File: src/rtl/mem_access_unit.sv
// mem_access_unit: load/store sequencer in front of a word-wide data memory.
// Accepts one LW/LH/LHU/LB/LBU/SW/SH/SB request at a time. Sub-word stores
// are done as read-modify-write. Loads return the aligned lane, sign- or
// zero-extended, together with a one-cycle done pulse. Misaligned requests
// complete immediately with err set, and they touch neither memory nor rdata.
//
// Ports:
//   clk, rst         clock; synchronous active-high reset
//   req              request strobe, sampled only while idle
//   we               1 = store, 0 = load
//   size             00 byte, 01 halfword, 1x word
//   uns              load zero-extend (1) / sign-extend (0)
//   addr             byte address
//   wdata            store data, right-justified for sub-word stores
//   busy             high whenever not idle
//   done             one-cycle completion pulse
//   err              misalignment flag, valid with done
//   rdata            last completed load result
//   mem_raddr/waddr  word index to memory
//   mem_din          memory write data
//   mem_wren         memory write enable
//   mem_dout         combinational memory read data of mem_raddr
module mem_access_unit #(
    parameter int ADDR_W = 12
) (
    input  logic              clk,
    input  logic              rst,
    input  logic              req,
    input  logic              we,
    input  logic [1:0]        size,
    input  logic              uns,
    input  logic [ADDR_W-1:0] addr,
    input  logic [31:0]       wdata,
    output logic              busy,
    output logic              done,
    output logic              err,
    output logic [31:0]       rdata,
    output logic [ADDR_W-3:0] mem_raddr,
    output logic [ADDR_W-3:0] mem_waddr,
    output logic [31:0]       mem_din,
    output logic              mem_wren,
    input  logic [31:0]       mem_dout
);

    typedef enum logic [1:0] {
        IDLE,
        READ,
        WRITE,
        DONE
    } state_t;

    state_t state, state_nx;

    logic              we_q;
    logic [1:0]        size_q;
    logic              uns_q;
    logic [ADDR_W-1:0] addr_q;
    logic [15:0]       wdata_q;   // only the sub-word part is needed after accept
    logic              err_q;

    logic        misaligned;
    logic [7:0]  byte_sel;
    logic [15:0] half_sel;
    logic [31:0] load_val;
    logic [31:0] merged;

    // size[1] covers both 10 and 11, which behave as word accesses
    assign misaligned = ((size == 2'b01) && addr[0]) ||
                        (size[1] && (addr[1:0] != 2'b00));

    always_ff @(posedge clk) begin
        if (rst) state <= IDLE;
        else     state <= state_nx;
    end

    always_comb begin
        state_nx = state;
        case (state)
            IDLE: begin
                if (req) begin
                    if (misaligned)         state_nx = DONE;
                    else if (we && size[1]) state_nx = WRITE;
                    else                    state_nx = READ;
                end
            end
            READ:    state_nx = we_q ? WRITE : DONE;
            WRITE:   state_nx = DONE;
            DONE:    state_nx = IDLE;
            default: state_nx = IDLE;
        endcase
    end

    // Lane extraction for loads and lane merge for sub-word stores
    always_comb begin
        byte_sel = mem_dout[{addr_q[1:0], 3'b000} +: 8];
        half_sel = mem_dout[{addr_q[1], 4'b0000} +: 16];
        case (size_q)
            2'b00:   load_val = uns_q ? {24'h0, byte_sel} : {{24{byte_sel[7]}}, byte_sel};
            2'b01:   load_val = uns_q ? {16'h0, half_sel} : {{16{half_sel[15]}}, half_sel};
            default: load_val = mem_dout;
        endcase
        merged = mem_dout;
        if (size_q == 2'b00) merged[{addr_q[1:0], 3'b000} +: 8] = wdata_q[7:0];
        else                 merged[{addr_q[1], 4'b0000} +: 16] = wdata_q;
    end

    always_ff @(posedge clk) begin
        if (rst) begin
            we_q    <= 1'b0;
            size_q  <= '0;
            uns_q   <= 1'b0;
            addr_q  <= '0;
            wdata_q <= '0;
            err_q   <= 1'b0;
            mem_din <= '0;
            rdata   <= '0;
        end else begin
            case (state)
                IDLE: begin
                    if (req) begin
                        we_q    <= we;
                        size_q  <= size;
                        uns_q   <= uns;
                        addr_q  <= addr;
                        wdata_q <= wdata[15:0];
                        err_q   <= misaligned;
                        if (we && size[1]) mem_din <= wdata;
                    end
                end
                READ: begin
                    if (we_q) mem_din <= merged;
                    else      rdata   <= load_val;
                end
                default: ;
            endcase
        end
    end

    assign busy      = (state != IDLE);
    assign done      = (state == DONE);
    assign err       = done && err_q;
    // rst gates the enable directly so a reset in WRITE blocks the commit edge
    assign mem_wren  = (state == WRITE) && !rst;
    assign mem_raddr = addr_q[ADDR_W-1:2];
    assign mem_waddr = addr_q[ADDR_W-1:2];

endmodule

File: config.mk
export PLATFORM = sky130hd
export DESIGN_NAME = mem_access_unit
export DESIGN_NICKNAME = d
export VERILOG_FILES = /design/src/rtl/mem_access_unit.sv
export SDC_FILE = /design/constraint.sdc
export NUM_CORES = 1
export LEC_CHECK = 0
export CORE_ASPECT_RATIO = 0.7
export CORE_UTILIZATION = 30
export CTS_CLUSTER_DIAMETER = 30
export DETAILED_ROUTE_END_ITERATION = 16
export MAX_ROUTING_LAYER = met4
export SKIP_LAST_GASP = 1
export SYNTH_ARGS = -nofsm -noshare
export SYNTH_HDL_FRONTEND = slang
export SYNTH_SLANG_ARGS = --single-unit
File: constraint.sdc
create_clock -name clk -period 5.8 [get_ports clk]
set_clock_uncertainty 0.1 [all_clocks]
set_input_delay 1.16 -clock clk [delete_from_list [all_inputs] [get_ports clk]]
set_output_delay 1.16 -clock clk [all_outputs]
set_load 0.02 [all_outputs]
Yosys cells after proc, flatten, opt, wreduce, memory -nomap -nowiden
Index checks and enable logic that the tools add are counted.
Widths: inputs -> output; s select.
- register bits: 99
- input bits: 83
- shift-type cells: 6
- $add $sub $neg: 2
- equal/unequal tests: 8
- reduce and logical (&&, ||, !) cells: 15
- muxes and demuxes: 15
- bitwise gates (word level): 1
- operators with widths (kind ; count):
    $mux 32 ; 6
    $pmux 32 s2 ; 2
    $bwmux 32 ; 2
    $shift 16x7->32 const A ; 1
    $shift 8x7->32 const A ; 1
    $shiftx 16x7->32 ; 1
    $shiftx 32x6->16 ; 1
    $shiftx 32x6->8 ; 1
    $shiftx 8x7->32 ; 1
    $neg 5->7 ; 2
    $pmux 2 s4 ; 1
    $eq 2x1->1 const B ; 3
    $mux 2 ; 3
    $ne 2x2->1 const B ; 3
    $reduce_bool 2->1 ; 3
    $logic_and 1x1->1 ; 5
    $eq 2x2->1 const B ; 2
    $logic_not 2->1 ; 2
    $reduce_and 2->1 ; 2
    $reduce_and 4->1 ; 1
    $logic_not 1->1 ; 1
    $logic_or 1x1->1 ; 1
    $mux 1 ; 1
    $not 1->1 ; 1

Depth between registers and ports, before layout
- word-level depth: 6
- mapped depth: 9
- gate-level depth less buffers: 6

Worst setup path after synthesis
OpenSTA, ideal clock, no wires.
- kind: input to output
- start point: in rst
- end point: out mem_wren
- setup slack: 2.882 ns
- stages on the path: 2
- required time: 4.540 ns
- buffers on the path: 1
- arrival time: 1.658 ns
- path through: clkbuf_1 nor2b_1
- longest elaborated chain between the ends: 2
- RTL lines (item ; line ; RTL):
    start, declared ; 27 ; input logic rst,
    $logic_not 1->1 ; 143 ; assign mem_wren = (state == WRITE) && !rst;
    $logic_and 1x1->1 ; 143 ;
    end, declared ; 41 ; output logic mem_wren,
Every way passes these cells.

Worst setup path after layout
Ends and elaborated chain as after synthesis.

==> flow_metrics.py <==
metrics = {
    "outcome": {
        "status": "completed",
    },
    "pwr": {
        "power_switching_share": 0.433,
        "power_uw": 3720,
        "combinationalPowerShare": 0.539,
        "p_clk_frac": 0.170,
        "p_leak_uw": 0.00258,
        "p_switching_uw": 1610,
        "seqPwrFrac": 0.292,
        "ir_worst_vdd_uv": 167,
        "internal_power_uw": 2110,
        "powerDensity_nw_per_um2": 476,
    },
    "route": {
        "drtIter0Drc": 721,
        "first_pass_iters": 5,
        "vias_per_cell": 5.24,
        "wl_per_cell_um": 18.4,
        "drc_errors": 0,
        "antenna_left": 0,
        "route.vias.total": 5928,
        "routed_wl_mm": 20.8,
    },
    "critical_path": {
        "path_delay_family": "buffers and inverters",
        "worstPathRequired_ns": 4.54,
        "timing_worst_setup_path_type": "primary input to output pin",
        "start_kind": "primary input",
        "reg2reg_slack_ns": 2.78,
        "slowest_stage": "clkdlybuf4s50_1",
        "worst-path-buf-inv": 2,
        "r2r_end": "rdata[30]",
        "crit_fanout": 22,
        "crit_chain": "buf_4 > nor2b_1 > clkdlybuf4s50_1",
        "worstRegToRegCells": 6,
        "slowest_delay_ns": 0.63,
        "r2r_start": "state[1]",
        "arrival_ns": 2.13,
        "cp-end-kind": "output pin",
    },
    "timing": {
        "hold_violations": 0,
        "tns_ns": 0,
        "setup_viol": 0,
        "worstMarginPinSlew_ns": 1.20,
        "timing.final.crit_share": 0.584,
        "slew_violations": 0,
        "slew_headroom": 0.199,
        "fmax_ghz": 0.295,
        "timing.hold.ws_ns": 0.371,
        "min_period_ns": 3.39,
        "rsz0062_at_grt": "false",
    },
    "clock_tree": {
        "htreeDepth": 3,
        "cts-root-buf": "clkbuf_16",
        "cts_setup_buffers": 0,
        "clock-sinks": 99,
        "hold_buffers": 0,
        "ctsResizeCount": 0,
        "cts_tree": "built",
        "clk_pin_slew_ns": 0.08,
        "cts-buffers-inserted": 9,
        "worst_skew_pair.late_latency_ns": 0.35,
        "clockBufferDepth": 2,
    },
    "synthesis": {
        "synth_warnings": 0,
        "syn_inst": 762,
        "synth_area_leaders": "dfxtp_1, nand2_1, a21oi_1",
        "synth_top_family_by_area": "compound AO/OA/AOI/OAI gates",
        "yosysSeqAreaShare": 0.338,
        "netlist_area_um2": 5870,
        "synth_compound_area_frac": 0.260,
        "netlist_top_cells_count": "nand2_1, dfxtp_1, nor2_1",
        "synthArstFlopShare": 0,
        "synth.most_common_cell": "nand2_1",
        "synth_cell_type_count": 46,
        "yosys.area_share.simple": 0.235,
        "ys_ff_latch": 99,
        "syn_area_per_cell_um2": 7.70,
        "synth_xor_area_frac": 0,
        "synth_top_area_cell": "dfxtp_1",
        "synthAdderAreaFrac": 0.0213,
        "synth_edf_count": 0,
        "syn_nets": 855,
        "synth_top_area_share": 0.338,
        "synth_mux_area_frac": 0.0424,
        "ys.flop_type": "dfxtp_1",
    },
    "hold_path": {
        "hold_depth": 2,
        "worstHoldStart": "uns_q",
        "hold_path.class": "flip-flop to flip-flop",
        "min_to": "uns_q",
    },
    "die": {
        "io_pins": 171,
        "die_area_um2": 20100,
        "core-area_um2": 19000,
        "die_w_um": 169,
        "start_util": 0.309,
        "rows": 42,
        "dieHeight_um": 119,
    },
    "final_layout": {
        "diodes": 0,
        "drive_gt1_frac": 0.0668,
        "utilization": 0.411,
        "fin_nets": 957,
        "fillerInstances": 1993,
        "areaGrowthSynthToFinish_pct": 33.2,
    },
    "global_route": {
        "grt_max_degree": 81,
        "grtUsageTotal": 0.211,
        "grt_pass1_vias": 5381,
        "grt_pass1_wl_mm": 31.8,
        "antenna_found_initial": 0,
        "grt_overflow": 0,
    },
    "placement": {
        "dp_hpwl_mm": 14.9,
        "io_buffers": 170,
        "gp_congestion": 0.912,
    },
    "job": {
        "cap_viol_max_count": 0,
    },
}
==> cell usage in the layout, fill, tap and decap left out, types with 2 or more instances in the layout <==
cell type	netlist	routed
nor3_1	11	11
a22oi_1	5	5
mux4_2	2	2
o221ai_2	9	9
buf_4	24	12
nand2b_1	35	35
nor2_1	61	60
nand3b_1	9	9
inv_1	33	33
mux2i_1	19	19
o221ai_1	16	16
a211oi_1	26	26
o21ai_0	28	28
a21oi_1	52	52
and2_1	2	2
inv_6	0	2
nor2b_1	4	3
clkbuf_16	0	9
a311oi_1	27	27
clkinvlp_4	0	2
nand3_1	31	31
nor2_2	1	2
a221o_1	8	8
or2_1	2	2
a311oi_2	11	11
dfxtp_1	99	98
a22o_1	3	3
ha_1	10	9
o211ai_1	8	8
nand2_1	147	147
clkdlybuf4s50_1	0	169
==> power by group through the flow <==
stage / registers [µW] / clock network, µW / logic, µW
2_1_floorplan: 1270 / 0 / 1090
3_3_place_gp: 1100 / 0 / 1990
3_5_place_dp: 1100 / 0 / 2000
4_1_cts: 1090 / 643 / 2000
5_1_grt: 1110 / 665 / 2190
6_report: 1090 / 631 / 2000
==> tightest hold or removal path, delay by kind of cell (launching register included) <==
kind             cells  cell delay (ns)
AND/OR/NAND/NOR      1             0.05
AO/OA/AOI/OAI        1             0.05
flip-flops           1             0.32
==> how the worst max path moves through the flow <==
stage                     start       end  depth (start not counted)
after floorplan             rst  mem_wren                          2
after global placement      rst  mem_wren                          3
after detailed placement    rst  mem_wren                          3
after CTS                   rst  mem_wren                          3
after global routing        rst  mem_wren                          3
final                       rst  mem_wren                          3
==> routing by layer <==
metal | track usage | up-vias | wire length (µm)
li1 | - | 2865 | -
met1 | 0.317 | 2724 | 10400
met2 | 0.274 | 313 | 7970
met3 | 0.0542 | 26 | 2120
met4 | 0.0467 | 0 | 325
met5 | - | - | 0
==> flip-flops by register name, summed over array words and instances (netlist names) <==
register,count
size_q,2
err_q,1
rdata,32
addr_q,12
uns_q,1
we_q,1
wdata_q,16
mem_din,32
state,2
==> area by class of cell <==
| cell class | instances | area, µm² | area share |
|---|---|---|---|
| clock buffers | 9 | 225 | 0.0288 |
| clock inverters | 6 | 73.8 | 0.00944 |
| inverters | 33 | 124 | 0.0158 |
| multi-input cells | 540 | 3300 | 0.422 |
| flip-flops and latches | 99 | 1980 | 0.254 |
| well taps | 264 | 330 | 0.0423 |
| repair buffers | 181 | 1780 | 0.228 |
==> cell families after synthesis <==
family | count (synthesis)
buffers and inverters | 123
AO/OA/AOI/OAI | 199
adder cells (fa/ha/maj) | 10
multiplexers | 22
flip-flops | 99
AND/OR/NAND/NOR | 309
==> through the flow <==
stage / cell area, µm² / std cells / setup WS [ns]
detailed placement: 7520 / 1117 / 2.44
CTS: 7820 / 1132 / 2.42
floorplan: 5870 / 762 / 2.88
finish: 7820 / 1132 / 2.41
global route: 7820 / 1132 / 2.38
global placement: 7520 / 1117 / 2.43
No activity file was read; power rests on OpenSTA's default activity.
==> patch, RTL diff (config.mk and constraints unchanged) <==
Change the parameter `ADDR_W` from 12 to 11.
--- a/src/rtl/mem_access_unit.sv
+++ b/src/rtl/mem_access_unit.sv
@@ -22,5 +22,5 @@
 //   mem_dout         combinational memory read data of mem_raddr
 module mem_access_unit #(
-    parameter int ADDR_W = 12
+    parameter int ADDR_W = 11
 ) (
     input  logic              clk,
Interface: changed (resized addr, mem_raddr and mem_waddr); port bits go from 171 to 168. The function was not compared with the original's and may differ.
==> patch against the unedited design <==
  * Setup slack worse by 0.093 ns
  * Largest cell class unchanged
  * Synthesized area down 1.6%
  * Wire length down 4.3%
  * Non-clock buffer count down 3
  * Total power down 2.2%
  * Sequential cell count down 1
  * Maximum frequency down 2.7%
  * Die area down 1.6%
  * Final area down 1.8%
==> patch: results <==
power_and_ir_drop:
  peakVddDrop_uv: 273
  seqPwrFrac_pct: 30.2
  power_frac_clock_pct: 16.5
  p_seq_w: 0.00110
  leakage_nw: 2.60
  swShare_pct: 42.5
place:
  dpl.hpwl_microns: 14100
  placed_cells: 1075
  dp_slack_ns: 2.32
  portBuffers: 167
  place_area_sq_mm: 0.00739
  gp_congestion: 0.891
synth:
  ys_top_cells_by_count: "nand2_1, dfxtp_1, nor2_1"
  asyncSetResetFlopFracSynth_pct: 0
  synth_ff_type: "dfxtp_1"
  yosys_warnings: 0
  syn_inst: 741
  yosys.cell_types.count: 42
  ys_seq_area_share_pct: 34.0
  yosys-top-cells-area: "dfxtp_1, nand2_1, a21oi_1"
  synthesis.nets: 833
grt:
  grt_use_met2_pct: 28.2
  grt_pass1_vias: 5275
  grt_pass1_wl_microns: 30600
  antenna_found_initial: 1
  grt_max_degree: 68
  met1_usage_pct: 29.0
  met3_usage_pct: 6.32
  track_usage_pct: 20.5
finish:
  design_area_sq_mm: 0.00768
  final_layout_size_suffix_gt1_share_pct: 5.55
  top_regs: "mem_din x32, rdata x32, wdata_q x16"
  fillers: 1931
  nNetsFinal: 936
detailed_routing:
  top_layer: "met4"
  wl_met3_microns: 1670
  vias: 5692
  drt_iter0_drc: 523
  wl_met1_microns: 9790
  wl_met2_microns: 8260
  firstDrtPassIters: 5
  wire_per_inst_microns: 18.3
  routed_via_density: 5.22
cts:
  cts_made_buffers: 9
  htree_levels: 3
  cts_resized: 0
  cts.reportedPaths.clkPinSlew_ns: 0.06
  post_cts_buffers: 0
  insertion_delay_ns: 0.35
  root_buffer: "clkbuf_16"
outcome:
  status: "completed"
setup_path:
  r2r-start: "addr_q[1]"
  cp.arrival_ns: 2.22
  crit_path_start: "rst"
  worst_path_largest_cell_delay_ns: 0.55
  crit_family: "buffers and inverters"
  critical_path.max_fanout: 46
worst_hold_path:
  holdCritStartpoint: "rdata[4]"
  hold_path.class: "flip-flop to flip-flop"
timing:
  worst_pin_slew_ns: 0.877
-- patch: kinds of logic (layout without fill, tap and decap cells) --
group	after synthesis	count (layout)	synth area share, %
buffers and inverters	116	222	9.66
AOI/OAI and AO/OA	196	196	24.5
adders and majority gates	10	10	2.17
other	0	1	0
and+or+nand+nor	289	289	22.8
muxes	32	32	6.87
DFF	98	98	34.0
-- patch: final timing paths --
path,endpoint,slack (ns),cells after the start
worst max-delay path,mem_wren,2.32,3
worst min-delay path,rdata[4],0.37,2
worst max register to register,mem_din[21],2.39,6
worst min register to register,rdata[4],0.37,2
-- patch: cell type report --
| class | instances | share of cell area, % |
|---|---|---|
| Multi-Input combinational cell | 527 | 42.5 |
| Sequential cell | 98 | 25.6 |
| Timing Repair Buffer | 178 | 22.8 |
| Tap cell | 242 | 3.94 |
| Clock buffer | 12 | 3.21 |
| Inverter | 30 | 1.47 |
| Clock inverter | 2 | 0.505 |
| Antenna cell | 1 | 0.0326 |
